<file path="src/rtl/exception_rstatus_queue.sv">
// Fixed-priority exception arbiter feeding a small FIFO that drains status
// codes into the RSTATUS register through a valid/ready writeback port.
// Also provides a one-cycle flush per accepted exception and sticky
// drop/overflow status.
module exception_rstatus_queue #(
  parameter int unsigned WIDTH       = 32,
  parameter int unsigned NUM_SRC     = 4,
  parameter int unsigned CODE_W      = 8,
  parameter int unsigned DEPTH       = 2,
  parameter int unsigned ADDR_W      = 5,
  parameter int unsigned RSTATUS_REG = 30
) (
  input  logic                        clock,
  input  logic                        reset_n,
  input  logic                        exc_enable,
  input  logic [NUM_SRC-1:0]          exc_valid,
  input  logic [NUM_SRC*CODE_W-1:0]   exc_code,
  output logic                        wb_valid,
  input  logic                        wb_ready,
  output logic [ADDR_W-1:0]           wb_addr,
  output logic [WIDTH-1:0]            wb_data,
  output logic                        flush,
  output logic                        overflow,
  input  logic                        clear_ovf,
  output logic [7:0]                  drop_count,
  output logic [$clog2(DEPTH):0]      occupancy
);

  localparam int unsigned PTR_W = $clog2(DEPTH);
  localparam int unsigned CNT_W = PTR_W + 1;

  logic [CODE_W-1:0] mem_q [DEPTH];
  logic [CODE_W-1:0] mem_d [DEPTH];
  logic [PTR_W-1:0]  wr_ptr_q, wr_ptr_d;
  logic [PTR_W-1:0]  rd_ptr_q, rd_ptr_d;
  logic [CNT_W-1:0]  occ_q, occ_d;
  logic              flush_q, flush_d;
  logic              overflow_q, overflow_d;
  logic [7:0]        drop_q, drop_d;

  logic              req;
  logic [CODE_W-1:0] win_code;
  logic              full;
  logic              empty;
  logic              push;
  logic              pop;
  logic              drop;

  // Fixed-priority arbitration: lowest set channel index wins
  always_comb begin
    win_code = '0;
    for (int unsigned i = NUM_SRC; i > 0; i--) begin
      if (exc_valid[i-1]) begin
        win_code = exc_code[(i-1)*CODE_W +: CODE_W];
      end
    end
    req = exc_enable & (|exc_valid);
  end

  assign full     = (occ_q == CNT_W'(DEPTH));
  assign empty    = (occ_q == '0);
  assign wb_valid = ~empty;
  assign pop      = wb_valid & wb_ready;
  // A full FIFO still accepts when the head leaves in the same cycle
  assign push     = req & (~full | pop);
  assign drop     = req & full & ~pop;

  assign wb_addr    = ADDR_W'(RSTATUS_REG);
  assign wb_data    = empty ? '0 : WIDTH'(mem_q[rd_ptr_q]);
  assign flush      = flush_q;
  assign overflow   = overflow_q;
  assign drop_count = drop_q;
  assign occupancy  = occ_q;

  // Next-state for storage, pointers, fill level and status
  always_comb begin
    mem_d      = mem_q;
    wr_ptr_d   = wr_ptr_q;
    rd_ptr_d   = rd_ptr_q;
    occ_d      = occ_q + CNT_W'(push) - CNT_W'(pop);
    flush_d    = push;
    overflow_d = overflow_q;
    drop_d     = drop_q;
    if (push) begin
      mem_d[wr_ptr_q] = win_code;
      wr_ptr_d        = wr_ptr_q + PTR_W'(1);
    end
    if (pop) begin
      rd_ptr_d = rd_ptr_q + PTR_W'(1);
    end
    // Clear takes precedence over a drop in the same cycle
    if (clear_ovf) begin
      overflow_d = 1'b0;
      drop_d     = '0;
    end else if (drop) begin
      overflow_d = 1'b1;
      if (drop_q != '1) begin
        drop_d = drop_q + 8'd1;
      end
    end
  end

  // State registers with asynchronous active-low reset
  always_ff @(posedge clock or negedge reset_n) begin
    if (!reset_n) begin
      mem_q      <= '{default: '0};
      wr_ptr_q   <= '0;
      rd_ptr_q   <= '0;
      occ_q      <= '0;
      flush_q    <= 1'b0;
      overflow_q <= 1'b0;
      drop_q     <= '0;
    end else begin
      mem_q      <= mem_d;
      wr_ptr_q   <= wr_ptr_d;
      rd_ptr_q   <= rd_ptr_d;
      occ_q      <= occ_d;
      flush_q    <= flush_d;
      overflow_q <= overflow_d;
      drop_q     <= drop_d;
    end
  end

endmodule

</file>
<file path="config.mk">
export PLATFORM = sky130hd
export DESIGN_NAME = exception_rstatus_queue
export DESIGN_NICKNAME = d
export VERILOG_FILES = /design/src/rtl/exception_rstatus_queue.sv
export SDC_FILE = /design/constraint.sdc
export NUM_CORES = 1
export LEC_CHECK = 0
export ABC_AREA = 1
export BUFFER_PORTS_ARGS = -buffer_cell sky130_fd_sc_hd__buf_2
export CORE_ASPECT_RATIO = 1.75
export CORE_UTILIZATION = 52
export DETAILED_ROUTE_END_ITERATION = 16
export PLACE_DENSITY_LB_ADDON = 0.08
export SLEW_MARGIN = 20
export SYNTH_ARGS = -nofsm -noshare
export SYNTH_HDL_FRONTEND = slang
export SYNTH_SLANG_ARGS = --single-unit
</file>
<file path="constraint.sdc">
create_clock -name clock -period 4.3 [get_ports clock]
set_clock_uncertainty 0.05 [all_clocks]
set_input_delay 0.215 -clock clock [delete_from_list [all_inputs] [get_ports clock]]
set_output_delay 0.215 -clock clock [all_outputs]
set_load 0.02 [all_outputs]
</file>
==> metrics.cfg <==
[detailed_routing]
antenna_left=0
drt_iter0_drc=34
drt-total-wl_um=4160
vias=1879
dr.pass1.iters=4
avgRoutedWirePerCell_um=10.1
drc=0
avgViaCountPerCell=4.54

[run]
drv_cap=0

[setup_path]
ff2ff_path_depth=6
crit_type=reg2reg
cp-start-kind=flip-flop
crit_required_ns=4.41
path_buf_inv=1
r2r_end=occupancy[1]$_DFF_PN0_
crit_path_max_fanout=10
slowest_delay_ns=0.42
crit_start=occupancy[0]$_DFF_PN0_
cp_cell_sequence=nor2_2, nor2_1, ha_1, inv_1, ha_1, xnor2_1
cp_common_cell=ha_1
worstSetupEndpointType=flip-flop
arrival_ns=1.83
crit_path_end=occupancy[1]$_DFF_PN0_
cpMaxStageDelayCell=dfrtp_1
r2r_start=occupancy[0]$_DFF_PN0_
cp.depth=6
crit_family=simple AND/OR/NAND/NOR gates
ff2ff_setup_slack_ns=2.58

[timing]
max_freq_ghz=0.581
whs_ns=0.0573
hold_viol=0
worst_pin_slew_ns=0.664
finalSetupTns_ns=0
setup_violations=0
fin_ws_ns=2.58
rsz0062_at_grt=false
min_period_ns=1.72
period_share_pct=40.1
relSlewSlack_pct=55.7
drv_slew=0

[clock_tree]
clk_latency_ns=0.27
path_clk_slew_ns=0.06
cts_buffers=5
clock-root-buffer=clkbuf_8
cts_tree=yes
clock-sinks=30
cts.htree.levels=2
clockBufferDepth=2

[pwr]
p_comb_share_pct=43.8
ir_drop_uv=245
power_frac_seq_pct=37.3
clkPwrFrac_pct=18.9
p_sw_mw=0.518
total_power_mw=1.20
p_leak_nw=1.47
p_sw_share_pct=43.1
intPower_mw=0.684
power_density_nw_per_um2=494

[synth]
ys_types=26
synth-seq-area-share_pct=35.5
ys_warn_count=0
synth_area_sq_um=2120
syn_inst=304
syn_area_per_cell_sq_um=6.96
synth-seq-cells=30

[floorplanning]
design.core.area_sq_um=3900
rows=30
initial_core_util_pct=54.2
die_height_um=86.4
io_pins=91
die_width_um=50.2
dieArea_sq_um=4340

[final_layout]
final_cells=414
final_cell_area_sq_um=2430
layout-drive-gt1-share_pct=23.2
num-nets-final=409
fin_util_pct=62.3
antenna_cells=0
area_delta_synth_final_pct=15.0

[place]
numPortBuffers=61
dpl_cell_area_sq_um=2330
placed_cells=405
dp_hpwl_um=3330
place.gp.congestion=0.766
preCtsSetupSlack_ns=2.55

[global_route]
grt_max_degree=31
antenna_found_initial=0
grt_use_total_pct=21.8
grt-ovfl-total=0
grt_pass1_wl_um=7290
grt_pass1_vias=1790

[outcome]
status=finished, final reports clean

[worst_hold_path]
min_path_type=in2reg

Yosys cell counts:
library cell  number  area [sq um]
nand2_1          129           484
buf_4             31           233
dfrtp_1           30           751
inv_1             27           101
nand3_1           27           135
a21oi_1           16          80.1
nor2_1            11          41.3
nor2_2             5          31.3
buf_2              3          15.0
ha_1               3          37.5
conb_1             2          7.51
nand2_4            2          22.5
nand2_8            2          40.0
nor2_4             2          22.5
xnor2_1            2          17.5
xor2_1             2          17.5
clkbuf_1           1          3.75
clkinv_4           1          8.76
inv_2              1          3.75
inv_6              1          8.76
nand2_2            1          6.26
nand3_2            1          10.0
nand3b_1           1          7.51
nand4_1            1          6.26
nor2_8             1          20.0
nor3_1             1          5.00
worst reg2reg max path, cell delays in order, from the launching register on:
cell,delay (ns)
dfrtp_1,0.42
nor2_2,0.38
nor2_1,0.14
ha_1,0.30
inv_1,0.04
ha_1,0.17
xnor2_1,0.12
cell type report:
type	count	area, sq um
clock buffers	7	86.3
clock inverters	1	5.00
fillers	401	1470
inverters	30	123
multi-input cells	236	1090
flip-flops and latches	30	751
well taps	48	60.1
repair buffers	62	315
power by group through the flow:
stage,clock (mW),combinational (mW),sequential [mW]
final,0.227,0.526,0.448
after detailed placement,0,0.531,0.453
after global placement,0,0.525,0.448
after CTS,0.233,0.535,0.449
after floorplan,0,0.400,0.446
after global routing,0.241,0.592,0.463
layer usage:
layer	wire [um]	track usage (%)	up-vias
met2	2360	43.5	72
met1	1540	21.3	805
li1	-	-	998
met3	204	3.68	4
met4	61	7.53	0
met5	0	0	-
timing repair:
item	in CTS	in global routing
hold endpoints to repair	30	0
setup endpoints to repair	0	0
hold buffers	1	0
resized for setup	0	0
buffers inserted	0	0
placed cells by master, fill, tap and decap left out, types with 2 or more instances in the layout:
cell type and count:
buf_2 61, dfrtp_1 30, inv_1 27, conb_1 29, xor2_1 2, nand2_4 2, a21oi_1 16, nand2_8 2
ha_1 3, xnor2_1 2, nand3_1 27, nor2_2 5, nor2_1 11, clkbuf_8 6, nand2_1 129, nor2_4 2
state kept, by name (all words and copies together), names as in the netlist:
register	count
occupancy	2
rd_ptr_q	1
drop_count	8
flush	1
overflow	1
wr_ptr_q	1
mem_q	16
logic make-up after synthesis:
logic type | after synthesis | synth area share (%)
AND/OR/NAND/NOR | 184 | 39.3
buffers and inverters | 65 | 17.7
other | 2 | 0.355
adder cells (fa/ha/maj) | 3 | 1.77
XOR/XNOR | 4 | 1.66
flip-flops | 30 | 35.5
AO/OA/AOI/OAI | 16 | 3.78
how the worst min path moves through the flow:
| stage | start | end | slack, ns | cells past startpoint |
|---|---|---|---|---|
| floorplan | reset_n | drop_count[0]$_DFFE_PN0P_ | -0.13 | 0 |
| global placement | reset_n | flush$_DFF_PN0_ | 0.24 | 1 |
| detailed placement | reset_n | overflow$_DFFE_PN0P_ | 0.24 | 1 |
| CTS | clear_ovf | overflow$_DFFE_PN0P_ | 0.05 | 2 |
| global route | clear_ovf | overflow$_DFFE_PN0P_ | 0.07 | 2 |
| finish | clear_ovf | overflow$_DFFE_PN0P_ | 0.06 | 2 |
Power figures use the tool's default switching activity.
